$ cat src/rtl/fb_port_arbiter.sv
// fb_port_arbiter: shares one single-port frame-buffer RAM between camera
// writes (queued in a small FIFO) and VGA display reads (strict priority).
module fb_port_arbiter #(
    parameter int H_SRC = 320,
    parameter int V_SRC = 240,
    parameter int SHIFT = 1,
    parameter int AW    = 17,
    parameter int DW    = 12,
    parameter int DEPTH = 4
) (
    input  logic                     clk,
    input  logic                     rst,
    input  logic                     video_on,
    input  logic [11:0]              pixel_x,
    input  logic [11:0]              pixel_y,
    input  logic                     wr_valid,
    input  logic [AW-1:0]            wr_addr,
    input  logic [DW-1:0]            wr_data,
    output logic                     wr_ready,
    output logic                     wr_drop,
    output logic                     mem_en,
    output logic                     mem_we,
    output logic [AW-1:0]            mem_addr,
    output logic [DW-1:0]            mem_wdata,
    input  logic [DW-1:0]            mem_rdata,
    output logic [DW-1:0]            pix_data,
    output logic                     pix_valid,
    output logic [$clog2(DEPTH):0]   fifo_level
);

    localparam int PW = $clog2(DEPTH);
    localparam logic [11:0] X_MASK = 12'((1 << SHIFT) - 1);
    localparam logic [11:0] X_MAX  = 12'(H_SRC - 1);
    localparam logic [11:0] Y_MAX  = 12'(V_SRC - 1);
    localparam logic [AW:0] N_PIX  = (AW + 1)'(H_SRC * V_SRC);
    localparam logic [PW:0] FULL   = (PW + 1)'(DEPTH);

    logic [AW+DW-1:0] fifo_mem [DEPTH];
    logic [PW-1:0]    wr_ptr;
    logic [PW-1:0]    rd_ptr;
    logic [PW:0]      level;
    logic             rd_need;
    logic             in_range;
    logic             push;
    logic             pop;
    logic [11:0]      src_x;
    logic [11:0]      src_y;
    logic [AW-1:0]    rd_addr;
    logic             rd_pend;
    logic             vo_d1;
    logic             vo_d2;
    logic [DW-1:0]    hold;
    logic [DW-1:0]    pix_next;

    // Slot decision and clamped source address for this raster position
    always_comb begin
        rd_need  = video_on && ((pixel_x & X_MASK) == 12'd0);
        src_x    = pixel_x >> SHIFT;
        src_y    = pixel_y >> SHIFT;
        if (src_x > X_MAX) src_x = X_MAX;
        if (src_y > Y_MAX) src_y = Y_MAX;
        rd_addr  = AW'(src_y) * AW'(H_SRC) + AW'(src_x);
        wr_ready = !rst && (level < FULL);
        in_range = {1'b0, wr_addr} < N_PIX;
        push     = wr_valid && wr_ready && in_range;
        pop      = !rd_need && (level != '0);
        pix_next = rd_pend ? mem_rdata : hold;
    end

    assign fifo_level = level;

    // FIFO storage; contents are don't-care while empty
    always_ff @(posedge clk) begin
        if (push) fifo_mem[wr_ptr] <= {wr_addr, wr_data};
    end

    // FIFO pointers, occupancy and drop pulse
    always_ff @(posedge clk) begin
        if (rst) begin
            wr_ptr  <= '0;
            rd_ptr  <= '0;
            level   <= '0;
            wr_drop <= 1'b0;
        end else begin
            if (push) wr_ptr <= wr_ptr + 1'b1;
            if (pop)  rd_ptr <= rd_ptr + 1'b1;
            level   <= level + {{PW{1'b0}}, push}
                             - {{PW{1'b0}}, pop};
            wr_drop <= wr_valid && wr_ready && !in_range;
        end
    end

    // Registered RAM command: read, write from FIFO head, or idle
    always_ff @(posedge clk) begin
        if (rst) begin
            mem_en    <= 1'b0;
            mem_we    <= 1'b0;
            mem_addr  <= '0;
            mem_wdata <= '0;
        end else if (rd_need) begin
            mem_en   <= 1'b1;
            mem_we   <= 1'b0;
            mem_addr <= rd_addr;
        end else if (pop) begin
            mem_en                <= 1'b1;
            mem_we                <= 1'b1;
            {mem_addr, mem_wdata} <= fifo_mem[rd_ptr];
        end else begin
            mem_en <= 1'b0;
            mem_we <= 1'b0;
        end
    end

    // Read return: capture RAM data, repeat it on non-read cycles
    always_ff @(posedge clk) begin
        if (rst) begin
            rd_pend   <= 1'b0;
            vo_d1     <= 1'b0;
            vo_d2     <= 1'b0;
            hold      <= '0;
            pix_valid <= 1'b0;
            pix_data  <= '0;
        end else begin
            rd_pend   <= mem_en && !mem_we;
            vo_d1     <= video_on;
            vo_d2     <= vo_d1;
            hold      <= pix_next;
            pix_valid <= vo_d2;
            pix_data  <= vo_d2 ? pix_next : '0;
        end
    end

endmodule

$ cat config.mk
export PLATFORM = sky130hd
export DESIGN_NAME = fb_port_arbiter
export DESIGN_NICKNAME = d
export VERILOG_FILES = /design/src/rtl/fb_port_arbiter.sv
export SDC_FILE = /design/constraint.sdc
export NUM_CORES = 1
export LEC_CHECK = 0
export ABC_AREA = 1
export CORE_MARGIN = 8
export CORE_UTILIZATION = 46
export DETAILED_ROUTE_END_ITERATION = 8
export GPL_ROUTABILITY_DRIVEN = 0
export PLACE_DENSITY = 0.85
export SLEW_MARGIN = 15
export SYNTH_ARGS = -nofsm -noshare
export SYNTH_HDL_FRONTEND = slang
export SYNTH_SLANG_ARGS = --single-unit
$ cat constraint.sdc
create_clock -name clk -period 3 [get_ports clk]
set_input_delay 0.3 -clock clk [delete_from_list [all_inputs] [get_ports clk]]
set_output_delay 0.3 -clock clk [all_outputs]
set_load 0.005 [all_outputs]
Word-level counts from Yosys, hierarchy flattened --
Memories as Yosys holds them, arrays and structs flattened. A register that Yosys moved wholly into a read port is not among the register bits. Index checks and enable logic that the tools add are counted.
Word-level totals: register bits 67, RAM bits 116, input port bits 69, output and inout port bits 49, word-level logic and storage cells 55, memories 1
Memories:
- fifo_mem | words 4, width 29, read ports 1, clocked after memory_dff 1, write ports 1, RTL line 38 | logic [AW+DW-1:0] fifo_mem [DEPTH];
Operators by class: add/sub/neg operators 5, $mul 1, $lt $le $gt $ge 4, multiplexer cells 11, bitwise gates (word level) 2, reduce and logical (&&, ||, !) cells 17
Operators by type and width (count):
- 2-to-1 mux 17 bit | 2
- 2-to-1 mux 11 bit | 2
- adder 17 x 11 -> 17 bit | 1
- < comparator 17 bit, second input constant | 1
- logical NOT 12 bit | 1
- 2-to-1 mux 12 bit | 1
- > comparator 11 x 8 -> 1 bit, second input constant | 1
- > comparator 11 x 9 -> 1 bit, second input constant | 1
- multiplier 11 x 3 -> 11 bit, second input constant | 1
- logical AND 1 bit | 7
- adder 2 x 1 -> 2 bit, second input constant | 2
- logical NOT 1 bit | 4
- 2-to-1 mux 1 bit | 4
- 2-to-1 mux 2 bit | 2
- OR reduction 2 bit | 2
- adder 3 x 1 -> 3 bit | 1
- < comparator 3 bit, second input constant | 1
- nonzero test 3 bit | 1
- subtractor 3 x 1 -> 3 bit | 1
- inverter 1 bit | 2
- AND reduction 2 bit | 1
- nonzero test 2 bit | 1

Depth between registers and ports, before layout --
word-level depth 6, depth in mapped cells 20

Least setup slack after synthesis --
Ideal clock, no wire load.
kind in2reg, start input pixel_y[10], end register mem_addr[13], setup time 113 ps, arrival time 3043 ps, required time 2887 ps, slack -156 ps, stages on the path 17, path buffers 0, path through nor3_1 inv_1 a41oi_1 nand2_1 ha_1 ha_1 fa_1 ha_1 nand2_1 inv_1 nand4_1 o211ai_1 inv_1 nor2_2 xor2_1 o21ai_1 inv_1
Between the ends: longest elaborated chain between the ends 5
RTL lines:
- from (decl) | RTL line 15 | input logic [11:0] pixel_y,
- > comparator 11 x 8 -> 1 bit | RTL line 61 | if (src_y > Y_MAX) src_y = Y_MAX;
- 2-to-1 mux 11 bit | RTL line 61
- multiplier 11 x 3 -> 11 bit | RTL line 62 | rd_addr = AW'(src_y) * AW'(H_SRC) + AW'(src_x);
- adder 17 x 11 -> 17 bit | RTL line 62
- 2-to-1 mux 17 bit | RTL line 100 | end else if (rd_need) begin
- to (signal assigned) | RTL line 103 | mem_addr <= rd_addr;
- to (signal assigned) | RTL line 107 | {mem_addr, mem_wdata} <= fifo_mem[rd_ptr];
- to (decl) | RTL line 23 | output logic [AW-1:0] mem_addr,
Every way passes these cells. A chain may end at the register's enable or synchronous reset.

Worst setup path after layout --
start input pixel_y[6], end register mem_addr[13]
Between the ends: longest elaborated chain between the ends 5
RTL lines (RTL line):
- > comparator 11 x 8 -> 1 bit | 61
- 2-to-1 mux 11 bit (*) | 61
- multiplier 11 x 3 -> 11 bit (*) | 62
- adder 17 x 11 -> 17 bit (*) | 62
- 2-to-1 mux 17 bit (*) | 100
Every way passes the cells marked *; elsewhere a longest branch is shown, timed or not.

==> impl_results.md <==
* Outcome: complete, no violations
* # diodes at 0
* Via density at 5.09
* Proportion of layout cells with a drive suffix above 1 at 11.6%
* DP HPWL at 11.7 mm
* Core Region at 16,500 sq um
* CP cell instances: clkdlybuf4s50_1 -> a41oi_4 -> nand2_2 -> ha_4 -> ha_4 -> fa_1 -> ha_1 -> nand2_1 -> inv_1 -> nand4_1 -> o211ai_1 -> inv_1 -> nor2_4 -> xor2_1 -> o21ai_1 -> inv_1
* Post-route minimum period at 2890 ps
* Register area share after synthesis at 63.5%
* CTS buffer count at 17
* Critical path type: in -> reg
* CP max stage delay at 470 ps
* Fmax at 0.346 GHz
* P_sw at 2.19 mW
* Worst min-delay path class: reg -> reg
* Row count at 47
* Fill cells at 1,323
* Routed via count at 5,588
* WL final at 17.6 mm
* CP max stage cell: clkdlybuf4s50_1
* Final ANT Viol Nets at 0
* Final Setup Violations at 0
* Critical Path Source Type: input port
* Post-Syn Area per Cell at 10.6 sq um
* Die width at 145 um
* Commonest cells after routing, fill and taps aside: nor2_1 (128), edfxtp_1 (116), clkdlybuf4s50_1 (112), o21ai_0 (89), nand2_1 (74)
* Netlist cell types at 44
* # clock sinks at 185
* Reg2reg start: fifo_level[2]$_SDFF_PP0_
* Seq cells post-synth at 185
* Place WS at -550 ps
* Final worst path period share at 96.2%
* Num ports at 118
* Commonest non-fill, non-tap cell in the layout: nor2_1
* Vias in the first global route at 5,703
* Final net count at 960
* Root buffer cell: clkbuf_16
* Combinational group share of total power at 26.0%
* Post-synth EDFFs at 116
* Synth top area share at 45.4%
* Worst setup margin at 114 ps
* Synth Cell Area at 7660 sq um
* Die height at 145 um
* Grt total ovfl at 0
* Crit path required time at 3320 ps
* Critical path arrival at 3200 ps
* Synth area leader: edfxtp_1
* Clock-pin transition on the worst setup and hold timing paths at 80 ps
* Initial DRC count at 430
* Crit path max fanout at 5
* Critical Path End Type: flop
* First-pass GRT wire length at 29.0 mm
* Drt drc at 0
* Clock share of power at 30.2%
* Initial antenna violation count at 2
* Yosys warns at 0
* Total power at 7.13 mW
* Synth-to-layout area growth at 29.5%
* Die area at 21,000 sq um
* Pwr dens at 719 nW/um^2
* Peak VDD IR at 447 uV
* Largest net degree at the start of global routing at 60
* H-tree lvl count at 4
* Most used cell, CP: inv_1
* Global-route usage over all layers at 17.0%
* # hold bufs at CTS at 0
* Fin. max-slew vios at 0
* Max-cap viol count at 0
* Cells after Synth at 722
* DRT Pass-1 Iters at 5
* Worst Tran Pin Value at 878 ps
* Worst Setup SP: pixel_y[6]
* Starting Density at 46.6%
* Top cell family by delay on the critical path: adder cells
* Setup TNS at 0 ps
* Worst skew pair latency at 420 ps
* Seq pwr share at 43.8%
* WL/cell at 16.1 um
* Clock Path Buffers at 2
* Layout Utilization at 60.3%
* Worst Skew at 9.18 ps
* Sw Share at 30.7%
* IO buf count at 116
* Final Hold Fails at 0
* Worst slew margin at 41.3%
* P_leak at 3.79 nW
* Hold_sp: vo_d1$_SDFF_PP0_
* Synth area leaders: edfxtp_1 (45%), dfxtp_1 (18%), nor2_1 (6.5%)
* Ys async rst share at 0%
* WP buf/inv at 4
* Primary FF master, synth: edfxtp_1
* Int Power at 4.94 mW
* CTS tree: yes
-- sequential cells by signal, indices dropped and copies added (netlist names), 2 cells and up, named ones only --
signal,flops
mem_addr,17
wr_ptr,2
hold,12
fifo_mem,116
mem_wdata,12
fifo_level,3
rd_ptr,2
pix_data,12
-- power groups by stage --
stage | sequential [mW] | combinational, mW | clock, mW
floorplan | 3.14 | 1.07 | 0
global placement | 3.18 | 1.80 | 0
detailed placement | 3.18 | 1.85 | 0
CTS | 3.13 | 1.87 | 2.17
global route | 3.16 | 2.09 | 2.29
finish | 3.13 | 1.85 | 2.15
-- kinds of logic after synthesis --
| family | count (synthesis) | share of synthesized area, % |
|---|---|---|
| XOR/XNOR | 7 | 0.898 |
| multiplexers | 12 | 1.57 |
| other | 1 | 0.0489 |
| AND/OR/NAND/NOR | 244 | 13.2 |
| AO/OA/AOI/OAI | 155 | 11.2 |
| buffers and inverters | 91 | 4.93 |
| adder cells (fa/ha/maj) | 27 | 4.70 |
| flip-flops | 185 | 63.5 |
-- worst register-to-register path: stages, from the launching register on --
cell and delay (ps):
dfxtp_1 370, nor2_1 200, nand4_1 170, ha_1 330, inv_1 60, ha_1 130, inv_1 40, fa_1 370
xor2_1 160, o21ai_0 170, a21oi_1 50
-- cell type report --
cell class              count  area (sq um)  share of cell area (%)
clock buffers              17           425                    4.29
clock inverters            15           141                    1.42
multi-input cells         449          2510                    25.3
inverters                  59           221                    2.23
well taps                 220           275                    2.77
repair buffers            152          1480                    14.9
flip-flops and latches    185          4870                    49.0
-- synthesized netlist by cell type, types with 2 or more instances --
cell	count
fa_1	3
edfxtp_1	116
nand4_1	8
o21ai_0	89
nor3_1	2
or2_2	3
ha_1	24
mux2i_1	12
nand3_1	11
nand2_1	78
a22oi_1	4
xor2_1	5
a31oi_1	18
inv_2	7
dfxtp_1	69
o211ai_1	2
o21ai_1	4
buf_1	2
o221ai_1	2
nor2_2	2
clkbuf_1	15
a21oi_2	2
o22ai_1	10
buf_2	12
a21oi_1	19
nand3b_1	2
inv_1	52
nor2_1	133
-- timing repair --
| action | in CTS | in global routing |
|---|---|---|
| gates resized for setup | 4 | 10 |
| pin swaps | 6 | 10 |
| hold endpoints to repair | 0 | 0 |
| buffers inserted | 3 | 1 |
| endpoints found under the setup margin | 6 | 7 |
-- per-layer routing --
layer	global-route usage, %	share of wire (%)
met3	5.29	6.7
met5	0	0.15
met4	5.83	1.8
met2	29.8	51
met1	19.4	41
-- worst paths after layout --
| kind | slack, ps | to | cells after the start |
|---|---|---|---|
| worst min register to register | 420 | vo_d2$_SDFF_PP0_ | 2 |
| worst max register to register | 830 | fifo_level[2]$_SDFF_PP0_ | 10 |
| worst min-delay path | 420 | vo_d2$_SDFF_PP0_ | 2 |
| worst max-delay path | 110 | mem_addr[13]$_SDFFE_PP0P_ | 16 |
-- metrics by stage --
stage / cells / hold WS [ps] / cell area, sq um
floorplan: 725 / 388 / 7700
global placement: 1061 / 399 / 9270
detailed placement: 1061 / 394 / 9270
CTS: 1096 / 411 / 9880
global route: 1097 / 436 / 9920
finish: 1097 / 415 / 9920
Note: power is estimated with default switching activity, not from simulation.
